===== config.mk =====
export PLATFORM = sky130hd
export DESIGN_NAME = io_pad_ctrl
export DESIGN_NICKNAME = d
export VERILOG_FILES = /design/src/rtl/io_pad_pkg.sv /design/src/rtl/io_sync_edge.sv /design/src/rtl/io_pad_ctrl.sv
export SDC_FILE = /design/constraint.sdc
export NUM_CORES = 1
export LEC_CHECK = 0
export ABC_AREA = 1
export ABC_CLOCK_PERIOD_IN_PS = 2700
export CAP_MARGIN = 20
export CORE_MARGIN = 2
export CORE_UTILIZATION = 45
export CTS_CLUSTER_SIZE = 14
export DETAILED_ROUTE_END_ITERATION = 10
export PLACE_DENSITY = 0.77
export SKIP_LAST_GASP = 1
export SLEW_MARGIN = 30
export SYNTH_ARGS = -nofsm -noshare
export SYNTH_HDL_FRONTEND = slang
export SYNTH_SLANG_ARGS = --single-unit

===== constraint.sdc =====
create_clock -name clk_i -period 2.7 [get_ports clk_i]
set_input_delay 0.54 -clock clk_i [delete_from_list [all_inputs] [get_ports clk_i]]
set_output_delay 0.54 -clock clk_i [all_outputs]
set_load 0.01 [all_outputs]

===== src/rtl/io_pad_pkg.sv =====
// io_pad_pkg
// Shared definitions for the pad-control slice: bit positions inside the
// per-pad configuration byte, reset values, the irq-status address window
// and the packed view of a configuration byte.
// No ports; imported by io_pad_ctrl and io_sync_edge.
package io_pad_pkg;

   // Bit positions inside one per-pad configuration byte
   localparam int CFG_IE       = 0;
   localparam int CFG_PU       = 1;
   localparam int CFG_PD       = 2;
   localparam int CFG_CS       = 3;
   localparam int CFG_SL       = 4;
   localparam int CFG_OE_EN    = 5;
   localparam int CFG_IRQ_EN   = 6;
   localparam int CFG_IRQ_FALL = 7;

   // Pads come out of reset as plain inputs: input buffer on, all else off
   localparam logic [7:0] CFG_RESET = 8'h01;

   // First address of the irq status bytes; six bytes cover up to 48 pads
   localparam logic [5:0] STATUS_BASE  = 6'h30;
   localparam logic [5:0] STATUS_LAST  = 6'h35;

   // Packed view of a configuration byte, MSB first
   typedef struct packed {
      logic irq_fall;
      logic irq_en;
      logic oe_en;
      logic sl;
      logic cs;
      logic pd;
      logic pu;
      logic ie;
   } cfg_t;

   // Pull-up and pull-down together would fight on the pad, so pull-down
   // wins and the stored pull-up bit is cleared so readback shows the truth.
   function automatic cfg_t sanitize_cfg(input logic [7:0] raw);
      cfg_t c;
      c = cfg_t'(raw);
      if (raw[CFG_PD] && raw[CFG_PU]) begin
         c.pu = 1'b0;
      end
      return c;
   endfunction

endpackage


===== src/rtl/io_sync_edge.sv =====
// io_sync_edge
// One pad's input path: a SYNC_STAGES-deep synchroniser, a register holding
// the previous synchronised value, and rise/fall detection qualified by the
// pad's interrupt enable and polarity.
// Ports:
//   clk_i, rst_n   core clock, asynchronous active-low reset
//   pad_i          raw pad input (asynchronous to clk_i)
//   irq_en_i       interrupt enable for this pad
//   irq_fall_i     0 = detect rising edge, 1 = detect falling edge
//   sync_o         synchronised pad value
//   edge_o         one-cycle qualified edge indication (combinational)
module io_sync_edge
   import io_pad_pkg::*;
#(
   parameter int SYNC_STAGES = 2
) (
   input  logic clk_i,
   input  logic rst_n,
   input  logic pad_i,
   input  logic irq_en_i,
   input  logic irq_fall_i,
   output logic sync_o,
   output logic edge_o
);

   logic [SYNC_STAGES-1:0] chain_q;
   logic                   prev_q;

   // Shift the raw pad value through the synchroniser; prev_q trails the
   // synchronised value by one cycle so a transition is visible for exactly
   // one cycle. prev_q always tracks, even while the interrupt is disabled,
   // so turning the interrupt on never reports an old level as an edge.
   always_ff @(posedge clk_i or negedge rst_n) begin
      if (!rst_n) begin
         chain_q <= '0;
         prev_q  <= 1'b0;
      end else begin
         chain_q <= {chain_q[SYNC_STAGES-2:0], pad_i};
         prev_q  <= chain_q[SYNC_STAGES-1];
      end
   end

   assign sync_o = chain_q[SYNC_STAGES-1];

   // Pick rising or falling transition according to polarity, then gate
   // with the enable.
   always_comb begin
      edge_o = 1'b0;
      if (irq_en_i) begin
         if (irq_fall_i) begin
            edge_o = prev_q & ~sync_o;
         end else begin
            edge_o = ~prev_q & sync_o;
         end
      end
   end

endmodule


===== src/rtl/io_pad_ctrl.sv =====
// io_pad_ctrl
// Pad-control stage for the bidirectional pad ring. Holds one config byte
// per pad (programmed over a valid/ready port), registers core output and
// output-enable onto the pads, synchronises pad inputs into the core domain
// and latches per-pad edge interrupts into sticky, write-1-to-clear status
// bits that are OR-ed onto a single registered irq line.
// Ports:
//   clk_i, rst_n                 core clock, asynchronous active-low reset
//   cfg_valid_i/cfg_ready_o      cfg request handshake
//   cfg_we_i, cfg_addr_i,        1 = write / 0 = read, address, write data
//   cfg_wdata_i
//   cfg_rvalid_o, cfg_rdata_o    read response, one cycle after accept
//   core_out_i, core_oe_i        core output values and enables
//   core_in_o                    synchronised pad inputs
//   irq_o                        OR of all pending status bits
//   io_in                        pad input values
//   io_out, io_oe, io_ie, io_pu, io_pd, io_cs, io_sl   pad control buses
module io_pad_ctrl
   import io_pad_pkg::*;
#(
   parameter int NUM_IO      = 43,
   parameter int SYNC_STAGES = 2
) (
   input  logic              clk_i,
   input  logic              rst_n,
   input  logic              cfg_valid_i,
   output logic              cfg_ready_o,
   input  logic              cfg_we_i,
   input  logic [5:0]        cfg_addr_i,
   input  logic [7:0]        cfg_wdata_i,
   output logic              cfg_rvalid_o,
   output logic [7:0]        cfg_rdata_o,
   input  logic [NUM_IO-1:0] core_out_i,
   input  logic [NUM_IO-1:0] core_oe_i,
   output logic [NUM_IO-1:0] core_in_o,
   output logic              irq_o,
   input  logic [NUM_IO-1:0] io_in,
   output logic [NUM_IO-1:0] io_out,
   output logic [NUM_IO-1:0] io_oe,
   output logic [NUM_IO-1:0] io_ie,
   output logic [NUM_IO-1:0] io_pu,
   output logic [NUM_IO-1:0] io_pd,
   output logic [NUM_IO-1:0] io_cs,
   output logic [NUM_IO-1:0] io_sl
);

   localparam logic [6:0] NUM_IO_W = 7'(NUM_IO);

   cfg_t              cfg_q [NUM_IO];
   logic [NUM_IO-1:0] status_q;
   logic [NUM_IO-1:0] edge_vec;
   logic [NUM_IO-1:0] clr_mask;
   logic [NUM_IO-1:0] oe_en_vec;
   logic [47:0]       status_pad;
   logic [7:0]        rd_mux;
   cfg_t              wr_cfg;
   logic              accept;
   logic              is_pad_addr;
   logic              is_status_addr;
   logic              wr_pad;
   logic              wr_status;

   // Transaction decode: one request per cycle, classified by address window
   assign accept         = cfg_valid_i & cfg_ready_o;
   assign is_pad_addr    = {1'b0, cfg_addr_i} < NUM_IO_W;
   assign is_status_addr = (cfg_addr_i >= STATUS_BASE) && (cfg_addr_i <= STATUS_LAST);
   assign wr_pad         = accept & cfg_we_i & is_pad_addr;
   assign wr_status      = accept & cfg_we_i & is_status_addr;
   assign wr_cfg         = sanitize_cfg(cfg_wdata_i);

   // Ready stays low for the first cycle after reset release, then is held
   // high forever; there is no back-pressure.
   always_ff @(posedge clk_i or negedge rst_n) begin
      if (!rst_n) begin
         cfg_ready_o <= 1'b0;
      end else begin
         cfg_ready_o <= 1'b1;
      end
   end

   // Per-pad configuration register file
   always_ff @(posedge clk_i or negedge rst_n) begin
      if (!rst_n) begin
         for (int i = 0; i < NUM_IO; i++) begin
            cfg_q[i] <= cfg_t'(CFG_RESET);
         end
      end else begin
         for (int i = 0; i < NUM_IO; i++) begin
            if (wr_pad && (cfg_addr_i == 6'(i))) begin
               cfg_q[i] <= wr_cfg;
            end
         end
      end
   end

   // Static pad controls come straight from the config flops, so a write
   // shows on the pad buses in the cycle after it is accepted.
   always_comb begin
      io_ie     = '0;
      io_pu     = '0;
      io_pd     = '0;
      io_cs     = '0;
      io_sl     = '0;
      oe_en_vec = '0;
      for (int i = 0; i < NUM_IO; i++) begin
         io_ie[i]     = cfg_q[i].ie;
         io_pu[i]     = cfg_q[i].pu;
         io_pd[i]     = cfg_q[i].pd;
         io_cs[i]     = cfg_q[i].cs;
         io_sl[i]     = cfg_q[i].sl;
         oe_en_vec[i] = cfg_q[i].oe_en;
      end
   end

   // Core output data and enables are retimed by one flop before the pads
   always_ff @(posedge clk_i or negedge rst_n) begin
      if (!rst_n) begin
         io_out <= '0;
         io_oe  <= '0;
      end else begin
         io_out <= core_out_i;
         io_oe  <= core_oe_i & oe_en_vec;
      end
   end

   // One synchroniser/edge detector per pad
   for (genvar g = 0; g < NUM_IO; g++) begin : g_pad
      io_sync_edge #(
         .SYNC_STAGES (SYNC_STAGES)
      ) u_sync_edge (
         .clk_i      (clk_i),
         .rst_n      (rst_n),
         .pad_i      (io_in[g]),
         .irq_en_i   (cfg_q[g].irq_en),
         .irq_fall_i (cfg_q[g].irq_fall),
         .sync_o     (core_in_o[g]),
         .edge_o     (edge_vec[g])
      );
   end

   // Write-1-to-clear mask: status byte k covers pads 8k..8k+7
   always_comb begin
      clr_mask = '0;
      for (int i = 0; i < NUM_IO; i++) begin
         clr_mask[i] = wr_status && (cfg_addr_i[2:0] == 3'(i / 8)) && cfg_wdata_i[i % 8];
      end
   end

   // Sticky status: the set term is OR-ed after the clear so an edge landing
   // in the same cycle as its clear is kept. Dropping IRQ_EN does not clear.
   // irq_o is a registered OR of all status bits.
   always_ff @(posedge clk_i or negedge rst_n) begin
      if (!rst_n) begin
         status_q <= '0;
         irq_o    <= 1'b0;
      end else begin
         status_q <= (status_q & ~clr_mask) | edge_vec;
         irq_o    <= |status_q;
      end
   end

   // Read mux; unmapped addresses and status bits beyond the last pad read 0
   assign status_pad = 48'(status_q);

   always_comb begin
      rd_mux = '0;
      if (is_pad_addr) begin
         for (int i = 0; i < NUM_IO; i++) begin
            if (cfg_addr_i == 6'(i)) begin
               rd_mux = cfg_q[i];
            end
         end
      end else if (is_status_addr) begin
         case (cfg_addr_i[2:0])
            3'd0:    rd_mux = status_pad[7:0];
            3'd1:    rd_mux = status_pad[15:8];
            3'd2:    rd_mux = status_pad[23:16];
            3'd3:    rd_mux = status_pad[31:24];
            3'd4:    rd_mux = status_pad[39:32];
            3'd5:    rd_mux = status_pad[47:40];
            default: rd_mux = '0;
         endcase
      end
   end

   // Read response: captured at the accept edge, valid for one cycle.
   // The asynchronous reset drops any response still in flight.
   always_ff @(posedge clk_i or negedge rst_n) begin
      if (!rst_n) begin
         cfg_rvalid_o <= 1'b0;
         cfg_rdata_o  <= '0;
      end else begin
         cfg_rvalid_o <= accept & ~cfg_we_i;
         if (accept && !cfg_we_i) begin
            cfg_rdata_o <= rd_mux;
         end
      end
   end

endmodule


# ---- Yosys cells after proc, flatten, opt, wreduce, memory -nomap -nowiden
# Cells that the tools add are included.
dict set report totals {
  register_bits 613
  inputBits 147
  out_inout_bits 355
  word_cells 901
}
dict set report op_classes {
  n_lt_le_gt_ge 3
  n_eq_ne 47
  muxes 133
  bitwise 182
  n_reduce_logical 99
}
# op n
set op_table {}
lappend op_table {{$mux W8} 45}
lappend op_table {{$eq A6 B5 Y1 const B} 16}
lappend op_table {{$logic_and A1 B1 Y1} 95}
lappend op_table {{$and A1 B1 Y1} 91}
lappend op_table {{$mux W1} 87}
lappend op_table {{$not A1 Y1} 87}
lappend op_table {{$and A43 B43 Y43} 2}
lappend op_table {{$eq A6 B6 Y1 const B} 11}
lappend op_table {{$eq A6 B4 Y1 const B} 8}
lappend op_table {{$pmux W8 S6} 1}
lappend op_table {{$not A43 Y43} 1}
lappend op_table {{$or A43 B43 Y43} 1}
lappend op_table {{$reduce_or A43 Y1} 1}
lappend op_table {{$eq A6 B3 Y1 const B} 4}
lappend op_table {{$eq A6 B2 Y1 const B} 2}
lappend op_table {{$eq A3 B2 Y1 const B} 2}
lappend op_table {{$eq A3 B3 Y1 const B} 2}
lappend op_table {{$eq A6 B1 Y1 const B} 1}
lappend op_table {{$ge A6 B6 Y1 const B} 1}
lappend op_table {{$le A6 B6 Y1 const B} 1}
lappend op_table {{$logic_not A6 Y1} 1}
lappend op_table {{$lt A6 B6 Y1 const B} 1}
lappend op_table {{$eq A3 B1 Y1 const B} 1}
lappend op_table {{$logic_not A3 Y1} 1}
lappend op_table {{$logic_not A1 Y1} 1}

# ---- Logic depth before layout (Yosys ltp)
dict set report depth {
  word_depth 45
  depth_mapped 30
  mapped_depth_nobuf 30
}

# ---- Cells and area by module
# A second synthesis with hierarchy kept.
dict set report hier_totals {
  cells_unflattened 3083
  area_unflattened_um2 26543.0
}
# mod instances cells_each area_per_inst_um2 seq_area_each_um2
set by_module_without_submodules {}
lappend by_module_without_submodules {io_pad_ctrl 1 2610 22023.6 12165.4}
lappend by_module_without_submodules {io_sync_edge 43 11 105.1 75.1}

# ---- Worst setup path after synthesis
# Ideal clock, no wire load.
dict set report synth_timing {
  kind {input to register}
  start {input port cfg_addr_i[3]}
  end {register cfg_rdata_o[5]}
  setup_time_ps 113
  t_arrival_ps 2750
  required_time_ps 2587
  path_slack_ps -163
  cell_stages 25
  path_buffers 1
  cell_sequence {buf_4 -> nand2_2 -> nor3_1 -> inv_1 -> nor2_2 -> inv_1 -> or2_2 -> nand2_1 -> nand3_1 -> nand2_1 -> nand4_1 -> nand2_1 -> nand4_1 -> nor2_1 -> nand4_1 -> nor2_1 -> nand4_1 -> nor2_1 -> nand4_1 -> nor2_1 -> nand4_1 -> nor2_1 -> nand3_1 -> nand2_1 -> inv_1}
}
dict set report synth_between {
  elab_chain_len 45
  word_cells_on_any_way 92
  cone_classes {order compare: 3; eq/ne: 42; mux: 45; reduce/logical: 2}
}
# item line
set synth_lines {}
lappend synth_lines {{from (decl)} io_pad_ctrl.sv:29} ;# input logic [5:0] cfg_addr_i,
lappend synth_lines {{$logic_not A6 Y1} io_pad_ctrl.sv:169} ;# if (cfg_addr_i == 6'(i)) begin
lappend synth_lines {{$mux W8 (43 in series)} io_pad_ctrl.sv:169}
lappend synth_lines {{$mux W8 *} io_pad_ctrl.sv:167} ;# if (is_pad_addr) begin
lappend synth_lines {{to (signal assigned)} io_pad_ctrl.sv:195} ;# cfg_rdata_o <= rd_mux;
lappend synth_lines {{to (decl)} io_pad_ctrl.sv:32} ;# output logic [7:0] cfg_rdata_o,
# Every way passes the cells marked *; elsewhere a longest branch is shown, timed or not.
# A chain may end at the register's enable or synchronous reset.

# ---- Final worst setup path
dict set report layout_timing {
  start {input port cfg_addr_i[5]}
  end {register cfg_rdata_o[5]}
}
# The elaborated chain is that of the path after synthesis.

==> metrics.yaml <==
timing:
  hold_viol: 0
  rsz0062_at_grt: "yes"
  finalCriticalPeriod_ns: 3.36
  hold_slack_ns: 0.338
  finalSetupViolations: 8
  max_freq_mhz: 297
  setup_slack_ns: -0.661
  fin_skew_ns: 0.0240
  relSlewSlack: 0.544
  slew_viol_final: 0
  fin_crit_sh: 1.24
  worst_pin_slew_ns: 0.681
synth:
  ys_seq_area_frac: 0.585
  synth_common_cells: "831 x nand2_1, 570 x dfrtp_1, 415 x o21ai_0, 261 x buf_4, 220 x inv_1"
  synth_compound_area_frac: 0.109
  netlist_instances: 2918
  ys.flop_type: "dfrtp_1"
  synth_edf_count: 0
  yosysTopAreaCell: "dfrtp_1"
  yosys.area_share.adder: 0
  ys_seq_elements: 613
  syn_area_mm2: 0.0263
  async_flop_share: 1.00
  synthXorXnorAreaFrac: 0
  synth_warnings: 0
  synth_fp_nets: 3065
  ys_types: 37
  synth-simple-area-share: 0.185
  synth_area_leaders: "dfrtp_1 54%, nand2_1 12%, o21ai_0 7.9%, buf_4 7.4%, dfstp_2 4.3%"
  synth_mux_area_frac: 0
  avgSynthCellArea_um2: 9.02
  synth_most_common_cell: "nand2_1"
  synth_top_area_share: 0.542
  synth_top_family_by_area: "simple AND/OR/NAND/NOR gates"
floorplan:
  die_w_um: 246
  fp.dieH_um: 246
  die_area_mm2: 0.0605
  io_pins: 502
  row_count: 88
  core_region_area_mm2: 0.0578
  start_util: 0.455
global_route:
  antenna_found_initial: 11
  grt_overflow: 0
  grt_max_degree: 75
  grt_usage: 0.287
  grt_pass1_vias: 21800
  grt_pass1_wl_um: 131000
setup_path:
  crit_fanout: 6
  r2r_slack_ns: -0.65
  slowest_delay_ns: 0.24
  crit_required_ns: 3.20
  endpoint: "cfg_rdata_o[5]"
  r2r_start: "io_cs[0]"
  rr_worst_depth: 26
  crit_top_cell: "nand4_1"
  start_kind: "input port"
  startpoint: "cfg_addr_i[5]"
  path_class: "input port to register"
  arrival_ns: 3.86
  crit_slowest_cell: "nor2_4"
  cp-end-kind: "register"
  r2r_end: "cfg_rdata_o[3]"
detailed_routing:
  drtIter0Drc: 2691
  dr_total_vias: 22400
  detail_route.vias_per_cell: 5.18
  avgRoutedWirePerCell_um: 20.2
  dr.pass1.iters: 6
  wl_um: 87200
  drcViolationCount: 0
  final_antenna_net_count: 0
cells_and_area:
  fillers: 4671
  area_delta_synth_final_pct: 36.0
  drive_gt1_frac: 0.177
  fin_cells: 4323
  layout.nets: 3650
worst_hold_path:
  hold_depth: 0
  hp-class: "register to register"
status:
  violations: "setup timing"
  outcome: "complete, but fails checks"
clocking:
  htreeDepth: 3
  cts_sinks: 613
  clock_path_buffers: 3
  path_clk_slew_ns: 0.06
  cts_made_buffers: 67
  cts_tree: "built"
  cts_root_buf: "clkbuf_16"
  clock_latency_ns: 0.61
placed_design:
  place_hpwl_um: 64000
  dp.cells: 4180
  gp_congestion: 0.945
  dp_slack_ns: -1.69
  io_buffers: 501
pwr:
  powerDensity_mw_per_mm2: 587
  vdd_drop_max_uv: 543
  p_leak_nw: 16.1
run:
  cap_violations: 0
==> power by group <==
part	internal (W)	leakage [nW]	switching, W	total, W
sequential	0.00957	7.73	0.000310	0.00988
clock	0.00555	1.09	0.00370	0.00925
combinational	0.000900	7.24	0.00100	0.00190
total	0.0160	16.1	0.00501	0.0210
==> worst max-delay path: cells and delay by family <==
family,cells,cell delay [ns]
and+or+nand+nor,24,2.83
buffers and inverters,5,0.45
==> repair_timing <==
action / 4_1_cts / 5_1_grt
pin swaps: 50 / 66
buffers inserted: 13 / 6
endpoints found under the hold margin: 37 / 0
resized for setup: 58 / 31
gates cloned: 0 / 0
hold buffers: 1 / 0
endpoints found under the setup margin: 8 / 8
==> metal layers <==
metal | vias up | track usage | share of wire
met2 | 1050 | 0.450 | 0.47
met1 | 10800 | 0.380 | 0.40
met3 | 199 | 0.0772 | 0.093
met4 | 14 | 0.109 | 0.037
li1 | 10400 | - | -
met5 | - | 0 | 0.00094
==> sequential cells by signal (all words and copies together), names as in the netlist <==
| register | cells |
|---|---|
| cfg_q | 129 |
| irq_o | 1 |
| g_pad.u_sync_edge.chain_q | 86 |
| io_sl | 43 |
| io_ie | 43 |
| g_pad.u_sync_edge.prev_q | 43 |
| io_pu | 43 |
| status_q | 43 |
| io_out | 43 |
| cfg_rdata_o | 8 |
| io_pd | 43 |
| cfg_rvalid_o | 1 |
| io_oe | 43 |
| io_cs | 43 |
| cfg_ready_o | 1 |
==> kinds of logic (layout without fill, tap and decap cells) <==
logic type             count (synthesis)  count (layout)
AO/OA/AOI/OAI                        551             551
flip-flops                           613             613
buffers and inverters                586            1223
AND/OR/NAND/NOR                     1167            1167
other                                  1               4
==> per-stage QoR <==
| stage | power (W) | util | setup TNS, ns | instance area, µm² |
|---|---|---|---|---|
| after CTS | 0.0211 | 0.617 | -4.27 | 35700 |
| final | 0.0210 | 0.619 | -4.31 | 35800 |
| after global placement | 0.0119 | 0.575 | -87.47 | 33300 |
| after detailed placement | 0.0119 | 0.575 | -110.71 | 33300 |
| after floorplan | 0.0107 | - | -0.138 | 26400 |
| after global routing | 0.0217 | 0.619 | -5.79 | 35800 |
==> worst min path at each step <==
stage                                                 from                          endpoint
final                     g_pad[28].u_sync_edge.chain_q[0]  g_pad[28].u_sync_edge.chain_q[1]
after floorplan                                      rst_n                        cfg_q[101]
after global placement    g_pad[32].u_sync_edge.chain_q[0]  g_pad[32].u_sync_edge.chain_q[1]
after detailed placement  g_pad[13].u_sync_edge.chain_q[0]  g_pad[13].u_sync_edge.chain_q[1]
after global routing      g_pad[13].u_sync_edge.chain_q[0]  g_pad[13].u_sync_edge.chain_q[1]
after CTS                 g_pad[28].u_sync_edge.chain_q[0]  g_pad[28].u_sync_edge.chain_q[1]
==> cell usage in the layout, fill, tap and decap left out, types with 3 or more instances in the layout <==
master and count:
bufinv_16 3, nor4_1 10, clkinv_2 4, o2bb2ai_1 11, dfstp_2 43, clkdlybuf4s50_1 494, a221oi_1 3, buf_4 315
nand4_1 79, inv_2 15, diode_2 3, buf_6 8, dfrtp_1 570, nor3_1 26, nor3b_1 4, buf_12 47
inv_1 211, inv_6 3, clkbuf_8 20, clkbuf_16 69, o22ai_1 28, nor2_4 12, nand3_1 21, nor2_2 17
a21oi_1 86, o21ai_0 415, nor2_1 117, clkbuf_1 23, nand2_1 816, nand3_2 12, clkinv_1 4, nand2_2 18
or2_2 27
==> layout make-up <==
| class | count | area, µm² | share of cell area |
|---|---|---|---|
| sequential | 613 | 15400 | 0.430 |
| timing repair buffer | 870 | 8400 | 0.235 |
| multi-input combinational | 1719 | 7960 | 0.222 |
| clock buffer | 112 | 2090 | 0.0583 |
| tap | 765 | 957 | 0.0267 |
| inverter | 232 | 875 | 0.0244 |
| clock inverter | 9 | 131 | 0.00367 |
| antenna | 3 | 7.51 | 0.000210 |
(Power assumes the default switching activity.)
